**src/rtl/uart_rx_fifo.sv**
```systemverilog
`default_nettype none
// ============================================================================
// Module      : uart_rx_fifo
// Description : UART receiver. Oversamples the asynchronous rx pin, decodes
//               8N1 frames (8E1 when UART_RX_PARITY_EN is defined) and queues
//               received bytes in a small FIFO read through valid/ready.
// Config      : `define UART_RX_PARITY_EN  -> even parity bit after bit 7
// Ports       : clk, rst_n (async, active low)
//               enable         receiver enable, low aborts a frame
//               clock_scale    clocks per bit minus 1 (min effective 3)
//               rx             serial input, idles high
//               data_out       FIFO head byte
//               data_valid     FIFO not empty
//               data_ready     consumer pops head when data_valid is high
//               framing_error  sticky bad stop / bad parity flag
//               overrun_error  sticky byte-dropped-on-full flag
//               clear_errors   pulse clears both sticky flags (set wins)
//               busy           receiver not idle
// Revision    : 1.0 - initial release
// ============================================================================
module uart_rx_fifo #(
  parameter int FIFO_DEPTH_LOG2 = 2,
  parameter int SCALE_WIDTH     = 16
) (
  input  logic                   clk,
  input  logic                   rst_n,
  input  logic                   enable,
  input  logic [SCALE_WIDTH-1:0] clock_scale,
  input  logic                   rx,
  output logic [7:0]             data_out,
  output logic                   data_valid,
  input  logic                   data_ready,
  output logic                   framing_error,
  output logic                   overrun_error,
  input  logic                   clear_errors,
  output logic                   busy
);

  localparam int DEPTH = 1 << FIFO_DEPTH_LOG2;
  localparam logic [SCALE_WIDTH-1:0] c_MIN_SCALE = SCALE_WIDTH'(3);
  localparam logic [FIFO_DEPTH_LOG2:0] c_FULL_CNT = (FIFO_DEPTH_LOG2+1)'(DEPTH);

  typedef enum logic [2:0] {
    S_IDLE   = 3'd0,
    S_START  = 3'd1,
    S_DATA   = 3'd2,
`ifdef UART_RX_PARITY_EN
    S_PARITY = 3'd3,
`endif
    S_STOP   = 3'd4
  } state_t;

  // --------------------------------------------------------------------------
  // Input synchronizer and falling-edge detect
  // --------------------------------------------------------------------------
  logic r_rx_s1, r_rx_s2, r_rx_d;
  logic w_rx, w_fall;

  always_ff @(posedge clk or negedge rst_n) begin
    if (!rst_n) begin
      r_rx_s1 <= 1'b1;
      r_rx_s2 <= 1'b1;
      r_rx_d  <= 1'b1;
    end else begin
      r_rx_s1 <= rx;
      r_rx_s2 <= r_rx_s1;
      r_rx_d  <= r_rx_s2;
    end
  end

  assign w_rx   = r_rx_s2;
  assign w_fall = r_rx_d & ~r_rx_s2;

  // Scales below 3 leave too few clocks per bit for a mid-bit sample.
  logic [SCALE_WIDTH-1:0] w_scale;
  assign w_scale = (clock_scale < c_MIN_SCALE) ? c_MIN_SCALE : clock_scale;

  // --------------------------------------------------------------------------
  // Frame FSM
  // --------------------------------------------------------------------------
  state_t                 r_state, w_state_nxt;
  logic [SCALE_WIDTH-1:0] r_cnt;
  logic [2:0]             r_bit;
  logic [7:0]             r_shift;
  logic                   w_sample;
  logic                   w_load_start;
  logic                   w_shift_en;
  logic                   w_push;
  logic                   w_ferr_set;
`ifdef UART_RX_PARITY_EN
  logic                   r_par_bad;
  logic                   w_par_bad;
  assign w_par_bad = ^{r_shift, w_rx};
`endif

  assign w_sample = (r_cnt == '0);

  always_ff @(posedge clk or negedge rst_n) begin
    if (!rst_n) r_state <= S_IDLE;
    else        r_state <= w_state_nxt;
  end

  always_comb begin
    w_state_nxt  = r_state;
    w_load_start = 1'b0;
    w_shift_en   = 1'b0;
    w_push       = 1'b0;
    w_ferr_set   = 1'b0;
    case (r_state)
      S_IDLE: begin
        if (w_fall) begin
          w_state_nxt  = S_START;
          w_load_start = 1'b1;
        end
      end
      S_START: begin
        if (w_sample) w_state_nxt = w_rx ? S_IDLE : S_DATA;
      end
      S_DATA: begin
        if (w_sample) begin
          w_shift_en = 1'b1;
          if (r_bit == 3'd7) begin
`ifdef UART_RX_PARITY_EN
            w_state_nxt = S_PARITY;
`else
            w_state_nxt = S_STOP;
`endif
          end
        end
      end
`ifdef UART_RX_PARITY_EN
      S_PARITY: begin
        if (w_sample) begin
          w_state_nxt = S_STOP;
          w_ferr_set  = w_par_bad;
        end
      end
`endif
      S_STOP: begin
        if (w_sample) begin
          w_state_nxt = S_IDLE;
          if (w_rx) begin
`ifdef UART_RX_PARITY_EN
            w_push = ~r_par_bad;
`else
            w_push = 1'b1;
`endif
          end else begin
            w_ferr_set = 1'b1;
          end
        end
      end
      default: w_state_nxt = S_IDLE;
    endcase
    // Disabling drops the partial frame; nothing from it reaches the FIFO.
    if (!enable) begin
      w_state_nxt  = S_IDLE;
      w_load_start = 1'b0;
      w_shift_en   = 1'b0;
      w_push       = 1'b0;
      w_ferr_set   = 1'b0;
    end
  end

  // Bit timing counter, bit index and shift register
  always_ff @(posedge clk or negedge rst_n) begin
    if (!rst_n) begin
      r_cnt   <= '0;
      r_bit   <= '0;
      r_shift <= '0;
    end else begin
      if (w_load_start)
        r_cnt <= w_scale >> 1;
      else if (r_state != S_IDLE)
        r_cnt <= w_sample ? w_scale : r_cnt - SCALE_WIDTH'(1);

      if (r_state == S_START)
        r_bit <= '0;
      else if (w_shift_en)
        r_bit <= r_bit + 3'd1;

      if (w_shift_en)
        r_shift <= {w_rx, r_shift[7:1]};
    end
  end

`ifdef UART_RX_PARITY_EN
  always_ff @(posedge clk or negedge rst_n) begin
    if (!rst_n)
      r_par_bad <= 1'b0;
    else if (w_load_start)
      r_par_bad <= 1'b0;
    else if (r_state == S_PARITY && w_sample)
      r_par_bad <= w_par_bad;
  end
`endif

  // --------------------------------------------------------------------------
  // Receive FIFO
  // --------------------------------------------------------------------------
  logic [7:0]                 r_mem [DEPTH];
  logic [FIFO_DEPTH_LOG2-1:0] r_wr_ptr, r_rd_ptr;
  logic [FIFO_DEPTH_LOG2:0]   r_count;
  logic                       w_pop, w_full, w_do_push, w_overrun;

  assign w_pop     = (r_count != '0) & data_ready;
  assign w_full    = (r_count == c_FULL_CNT);
  // A pop on the same edge frees the slot, so a push into a full FIFO is fine.
  assign w_do_push = w_push & (~w_full | w_pop);
  assign w_overrun = w_push & w_full & ~w_pop;

  always_ff @(posedge clk or negedge rst_n) begin
    if (!rst_n) begin
      for (int i = 0; i < DEPTH; i++) r_mem[i] <= '0;
      r_wr_ptr <= '0;
      r_rd_ptr <= '0;
      r_count  <= '0;
    end else begin
      if (w_do_push) begin
        r_mem[r_wr_ptr] <= r_shift;
        r_wr_ptr        <= r_wr_ptr + 1'b1;
      end
      if (w_pop)
        r_rd_ptr <= r_rd_ptr + 1'b1;
      case ({w_do_push, w_pop})
        2'b10:   r_count <= r_count + 1'b1;
        2'b01:   r_count <= r_count - 1'b1;
        default: r_count <= r_count;
      endcase
    end
  end

  // --------------------------------------------------------------------------
  // Sticky error flags: a new event wins over a simultaneous clear
  // --------------------------------------------------------------------------
  logic r_ferr, r_oerr;

  always_ff @(posedge clk or negedge rst_n) begin
    if (!rst_n) begin
      r_ferr <= 1'b0;
      r_oerr <= 1'b0;
    end else begin
      r_ferr <= w_ferr_set | (r_ferr & ~clear_errors);
      r_oerr <= w_overrun  | (r_oerr & ~clear_errors);
    end
  end

  assign data_out      = r_mem[r_rd_ptr];
  assign data_valid    = (r_count != '0);
  assign framing_error = r_ferr;
  assign overrun_error = r_oerr;
  assign busy          = (r_state != S_IDLE);

endmodule
`default_nettype wire

```
**config.mk**
```make
export PLATFORM = sky130hd
export DESIGN_NAME = uart_rx_fifo
export DESIGN_NICKNAME = d
export VERILOG_FILES = /design/src/rtl/uart_rx_fifo.sv
export SDC_FILE = /design/constraint.sdc
export NUM_CORES = 1
export LEC_CHECK = 0
export BUFFER_PORTS_ARGS = -buffer_cell sky130_fd_sc_hd__buf_2
export CORE_MARGIN = 2
export CORE_UTILIZATION = 40
export DETAILED_ROUTE_END_ITERATION = 10
export HOLD_SLACK_MARGIN = 0.1
export PLACE_DENSITY = 0.54
export SLEW_MARGIN = 0
export SYNTH_ARGS = -nofsm -noshare
export SYNTH_HDL_FRONTEND = slang
export SYNTH_SLANG_ARGS = --single-unit
```
**constraint.sdc**
```tcl
create_clock -name clk -period 7.7 [get_ports clk]
set_input_delay 2.31 -clock clk [delete_from_list [all_inputs] [get_ports clk]]
set_output_delay 2.31 -clock clk [all_outputs]
set_load 0.05 [all_outputs]
```
==> results.ini, run 1 <==
[power]
clock_power_share_pct=28.3
power_frac_seq_pct=47.3
leakagePower_nw=2.01
p_per_area_mw_per_mm2=259
netSwitchingFraction_pct=35.6
switchingPower_mw=0.402
irDropWorstVdd_mv=0.140
comb_power_share_pct=24.5
cellInternalPower_mw=0.727

[route]
detail_route.drc_violations=0
first_iter_violations=133
drt_first_pass_iters=4
routed-via-count=2533
final_antenna_net_count=0
avgRoutedWirePerCell_um=16.3
totalWireLength_um=8040
viasPerCell=5.15

[synth]
synth.net_count=357
synth.mux.area_fraction_pct=20.5
synth_enable_flop_cells=0
largest_family_of_logic_cells_by_synthesized_area=multiplexers
synth.yosys.seq_area_share_pct=47.4
ys.warnings.count=0
async_flop_share_pct=100
syn-mean-instance-area_um2=12.0
mappedNetlistArea_mm2=0.00392
yosys_register_bits=74
synth_most_common_cell=sky130_fd_sc_hd__dfrtp_1
synth_commonest_cells=sky130_fd_sc_hd__dfrtp_1, sky130_fd_sc_hd__mux2_4, sky130_fd_sc_hd__nand2_1
yosysUniqueCellTypes=51
ys.flop_type=sky130_fd_sc_hd__dfrtp_1
netlist_instances=326
ys_top_cells_by_area=sky130_fd_sc_hd__dfrtp_1, sky130_fd_sc_hd__mux2_4, sky130_fd_sc_hd__mux4_2
synth_simple_gate_area_share_pct=13.0
compound_cell_area_share_of_the_yosys_netlist_pct=8.82
yosys.area.top_type_share_pct=45.4
synthAdderAreaFrac_pct=3.07
synth_xor_area_share_pct=3.36
synth_top_area_cell=sky130_fd_sc_hd__dfrtp_1

[die]
floorplan.die_area_mm2=0.0106
die_w_um=103
core_mm2=0.00964
top_level_ports=34
initial_core_util_pct=40.6
die_h_um=103
rows=36

[clock_network]
clock_transition_at_the_registers_of_the_reported_paths_ns=0.08
post_cts_resize_count=0
clkLatencyLatePin_ns=0.36
cts-hold-fix-buffers=0
ctsRootBufferMaster=sky130_fd_sc_hd__clkbuf_8
clock_path_buffers=2
cts-htree-levels=3
numCtsBuffers=9
clock_sink_count=74
cts.repair_timing.setup_buffer_count=0
cts_tree=yes

[sta]
setup_violations=0
min_period_ns=4.22
max-slew-margin-rel_pct=28.7
clock-skew-final_ns=0.0125
maxClockFrequency_mhz=237
hold_viol=0
slew_viol_final=0
worst_slew_pin_slew_ns=1.07
finalCritPeriodShare_pct=54.8
setup_repair_after_global_routing_missed_its_margin=no
totalNegativeSetupSlack_ns=0

[cells_and_area]
insertedDiodeCount=0
multi_input_comb_area_mm2=0.00192
area_grow_syn2layout_pct=11.4
drive_gt1_share_pct=30.4
filler_cell_count=925
final_core_utilization_pct=45.2
final-seq-area_mm2=0.00186
finish.net_count=385

[worst_setup_path]
worstPathRequired_ns=5.39
setup.worst_path.class=flip-flop to output pin
worst_ep_arrival_time_ns=1.91
worst_setup_path_start_kind=flip-flop
crit_path_end_kind=output pin
critical_path_peak_fanout=10

[placement]
dp_hpwl_um=5270
buffer_ports.inserted=33
gpl.final_weighted_congestion=0.803

[global_route]
overflow=0
grt_antenna_before_repair=0
global_route.usage.total_pct=17.0
global_route_wire_length_before_repair_um=13500
grt_max_degree=75
first_global_vias=2600

[min_path]
hold_path_class=flip-flop to flip-flop

[flow_run]
cap_viol_max_count=0

[status]
outcome=completed

stage by stage:
step / instances / hold WS [ns] / power (mW) / worst slack (ns) / instance area (µm²)
detailed placement: 476 / 0.349 / 0.818 / 3.24 / 4150
finish: 492 / 0.359 / 1.13 / 3.48 / 4360
floorplan: 326 / 0.345 / 0.744 / 3.53 / 3920
global route: 492 / 0.371 / 1.21 / 3.35 / 4360
CTS: 492 / 0.360 / 1.14 / 3.41 / 4360
global placement: 476 / 0.346 / 0.813 / 3.24 / 4150
power groups by stage:
| stage | sequential, mW | combinational [mW] | clock, mW |
|---|---|---|---|
| final | 0.534 | 0.276 | 0.319 |
| after global routing | 0.546 | 0.313 | 0.351 |
| after CTS | 0.534 | 0.279 | 0.332 |
| after detailed placement | 0.541 | 0.277 | 0 |
| after global placement | 0.541 | 0.273 | 0 |
| after floorplan | 0.499 | 0.246 | 0 |
sequential cells by signal, indices dropped and copies added, names as in the netlist:
| name | cells |
|---|---|
| r_rx_s1 | 1 |
| r_rx_d | 1 |
| overrun_error | 1 |
| r_mem | 32 |
| r_cnt | 16 |
| r_rd_ptr | 2 |
| r_rx_s2 | 1 |
| r_wr_ptr | 2 |
| r_count | 3 |
| r_state | 3 |
| r_bit | 3 |
| r_shift | 8 |
| framing_error | 1 |
cells in the final DEF, fill, tap and decap left out, types with 3 or more instances in the layout:
master                     synthesis  layout
sky130_fd_sc_hd__dfrtp_1          71      71
sky130_fd_sc_hd__mux2_4           32      32
sky130_fd_sc_hd__buf_2             2      32
sky130_fd_sc_hd__nand2_1          22      22
sky130_fd_sc_hd__nor2_1           18      18
sky130_fd_sc_hd__nand3_1          18      18
sky130_fd_sc_hd__o21ai_0          12      12
sky130_fd_sc_hd__o211ai_1         12      12
sky130_fd_sc_hd__inv_1            11      11
sky130_fd_sc_hd__a21oi_1          11      11
sky130_fd_sc_hd__mux2_2           10      10
sky130_fd_sc_hd__xor2_1            9       9
sky130_fd_sc_hd__clkbuf_8          0       9
sky130_fd_sc_hd__mux4_2            8       8
sky130_fd_sc_hd__ha_1              8       8
sky130_fd_sc_hd__nor4_1            6       6
sky130_fd_sc_hd__and3_1            6       6
sky130_fd_sc_hd__xnor2_1           6       6
sky130_fd_sc_hd__o31ai_1           4       4
sky130_fd_sc_hd__nor3_1            4       3
sky130_fd_sc_hd__nand3b_1          3       3
sky130_fd_sc_hd__mux2i_1           3       3
sky130_fd_sc_hd__nor2b_1           3       3
sky130_fd_sc_hd__a21o_1            3       3
sky130_fd_sc_hd__inv_6             0       3
sky130_fd_sc_hd__dfstp_2           3       3
logic make-up after synthesis:
| logic type | Yosys count |
|---|---|
| adder cells (fa/ha/maj) | 9 |
| buffers and inverters | 28 |
| XOR/XNOR | 15 |
| multiplexers | 53 |
| AND/OR/NAND/NOR | 94 |
| flip-flops | 74 |
| AO/OA/AOI/OAI | 53 |
layout make-up:
cell class | count | area share [%]
Clock buffer | 9 | 2.84
Clock inverter | 7 | 1.92
Inverter | 11 | 0.947
Multi-Input combinational cell | 224 | 43.9
Sequential cell | 74 | 42.5
Tap cell | 133 | 3.82
Timing Repair Buffer | 34 | 4.02
layer usage:
layer	vias to the layer above	wire (µm)	track usage, %	share of wire, %
met1	1226	3940	23.8	49
li1	1248	-	-	-
met2	51	3670	26.1	46
met4	0	125	6.07	1.6
met3	8	303	3.66	3.8
met5	-	0	0	0
worst paths after layout:
kind                             start  slack, ns           to  cells past startpoint
max                        r_rd_ptr[0]       3.48  data_out[7]                      2
max in group asynchronous        rst_n       4.96     r_bit[1]                      1
max reg2reg                   r_cnt[0]       4.15   r_shift[6]                      6
min                            r_rx_s1       0.36      r_rx_s2                      0
min reg2reg                    r_rx_s1       0.36      r_rx_s2                      0
min in group asynchronous        rst_n       2.08     r_bit[2]                      1
worst max-delay path, cell delays in order, from the launching register on:
cell                      delay (ns)
sky130_fd_sc_hd__dfrtp_1        0.73
sky130_fd_sc_hd__mux4_2         0.59
sky130_fd_sc_hd__buf_2          0.23
Power figures use the tool's default switching activity.
==> run 2, diff against run 1 <==
Settings changed: ABC_AREA set to 1.
Clock period 7.7 ns to 4 ns, I/O delays scaled along.
==> results.ini, run 2 <==
[status]
outcome=completed

[route]
first_iter_violations=192
totalWireLength_um=10500
avgRoutedWirePerCell_um=14.4
detail_route.drc_violations=0
drt_first_pass_iters=5
final_antenna_net_count=0
viasPerCell=5.10
routed-via-count=3725

[sta]
setup_repair_after_global_routing_missed_its_margin=no
finalCritPeriodShare_pct=77.0
maxClockFrequency_mhz=325
setup_violations=0
slew_viol_final=0
clock-skew-final_ns=0.0126
worst_slew_pin_slew_ns=0.964
max-slew-margin-rel_pct=35.7
hold_viol=0
totalNegativeSetupSlack_ns=0
min_period_ns=3.08

[synth]
synth_top_area_cell=sky130_fd_sc_hd__dfrtp_1
synth.net_count=592
syn-mean-instance-area_um2=7.64
ys.flop_type=sky130_fd_sc_hd__dfrtp_1
synth_most_common_cell=sky130_fd_sc_hd__nand2_1
yosys.area.top_type_share_pct=41.4
async_flop_share_pct=100
ys.warnings.count=0
mappedNetlistArea_mm2=0.00429
yosysUniqueCellTypes=31
synth_enable_flop_cells=0
yosys_register_bits=74
synth.yosys.seq_area_share_pct=43.3
netlist_instances=561
ys_top_cells_by_area=sky130_fd_sc_hd__dfrtp_1, sky130_fd_sc_hd__nand2_1, sky130_fd_sc_hd__inv_1
synth_commonest_cells=sky130_fd_sc_hd__nand2_1, sky130_fd_sc_hd__dfrtp_1, sky130_fd_sc_hd__inv_1

[worst_setup_path]
cp_slowest_stage_delay_ns=0.37
critical_path_peak_fanout=19
worst_setup_path_start_kind=flip-flop
crit_path_end_kind=output pin
worst_ep_arrival_time_ns=1.88
crit_path_top_delay_cell=sky130_fd_sc_hd__dfrtp_1
setup.worst_path.class=flip-flop to output pin
crit_path_cell_trace=buf_4, inv_1, o21ai_0, o22ai_1, buf_2
worstPathRequired_ns=2.80

[global_route]
first_global_vias=3713
grt_max_degree=75
global_route.usage.total_pct=19.7
overflow=0
grt_antenna_before_repair=0
global_route_wire_length_before_repair_um=18000

[placement]
dp_hpwl_um=7310
buffer_ports.inserted=33
place_area_mm2=0.00450
gpl.final_weighted_congestion=0.822

[cells_and_area]
insertedDiodeCount=0
most-common-layout-cells=sky130_fd_sc_hd__nand2_1, sky130_fd_sc_hd__dfrtp_1, sky130_fd_sc_hd__inv_1
filler_cell_count=1083
multi_input_comb_area_mm2=0.00201
final-seq-area_mm2=0.00186
top_regs=r_mem x32, r_cnt x16, r_shift x8
final_design_area_no_fill_mm2=0.00475
layout_commonest_cell=sky130_fd_sc_hd__nand2_1
drive_gt1_share_pct=13.3
largest_register_ffs=32
finish.net_count=621
top_register=r_mem
final_core_utilization_pct=45.8
area_grow_syn2layout_pct=10.8

[flow_run]
cap_viol_max_count=0

[clock_network]
cts_tree=yes
cts.repair_timing.setup_buffer_count=0
post_cts_resize_count=0
cts-hold-fix-buffers=0
clock_transition_at_the_registers_of_the_reported_paths_ns=0.08
cts-htree-levels=3
ctsRootBufferMaster=sky130_fd_sc_hd__clkbuf_8
clock_path_buffers=2
clkLatencyLatePin_ns=0.35
clock_sink_count=74
numCtsBuffers=9

[die]
die_h_um=108
rows=37
core_mm2=0.0104
initial_core_util_pct=41.3
die_w_um=108
floorplan.die_area_mm2=0.0116
top_level_ports=34

[min_path]
hold_path_class=flip-flop to flip-flop

[power]
p_per_area_mw_per_mm2=607
irDropWorstVdd_mv=0.351
leakagePower_nw=2.47

[run 2: stage by stage]
stage          hold WS, ns  total power [mW]  setup slack, ns  std cells
2_1_floorplan        0.345              1.89             1.02        561
3_3_place_gp         0.346              2.15             1.13        715
3_5_place_dp         0.348              2.17             1.09        715
4_1_cts              0.360              2.91            0.871        731
5_1_grt              0.367              3.10            0.756        731
6_report             0.359              2.88            0.922        731
[run 2: where the power goes]
group / total [mW] / switching, mW / internal (mW)
logic: 1.19 / 0.839 / 0.347
clock network: 0.732 / 0.311 / 0.421
registers: 0.966 / 0.113 / 0.854
[run 2: routing by layer]
metal / vias up / wire length [µm] / global-route usage (%)
met5: - / 0 / 0
met4: 0 / 124 / 5.68
met3: 12 / 373 / 3.03
met2: 79 / 4950 / 32.4
met1: 1754 / 5060 / 26.9
li1: 1880 / - / -
[run 2: final cells by class]
cell class	instances	area share, %
clock buffer	9	2.61
clock inverter	7	2.66
inverter	72	5.69
multi-input combinational	396	42.2
sequential	74	39.1
tap	136	3.58
timing repair buffer	37	4.16
[run 2: cells by family after synthesis]
family | after synthesis | synth area share, %
AO/OA/AOI/OAI | 63 | 8.35
XOR/XNOR | 10 | 2.04
adder cells (fa/ha/maj) | 9 | 2.80
buffers and inverters | 91 | 9.92
flip-flops | 74 | 43.3
AND/OR/NAND/NOR | 314 | 33.6
[run 2: final timing paths]
check / startpoint / to / slack, ns / depth (start not counted)
min: r_rx_s1 / r_rx_s2 / 0.36 / 0
max: r_rd_ptr[0] / data_out[7] / 0.92 / 5
max reg2reg: r_cnt[0] / r_count[1] / 1.61 / 11
max in group asynchronous: rst_n / r_shift[6] / 2.38 / 1
min reg2reg: r_rx_s1 / r_rx_s2 / 0.36 / 0
min in group asynchronous: rst_n / r_cnt[6] / 0.99 / 1
[run 2: critical path, delay by kind of cell, from the launching register on]
family / cells / cell delay [ns]
flip-flops: 1 / 0.37
buffers and inverters: 3 / 0.86
AO/OA/AOI/OAI: 2 / 0.30
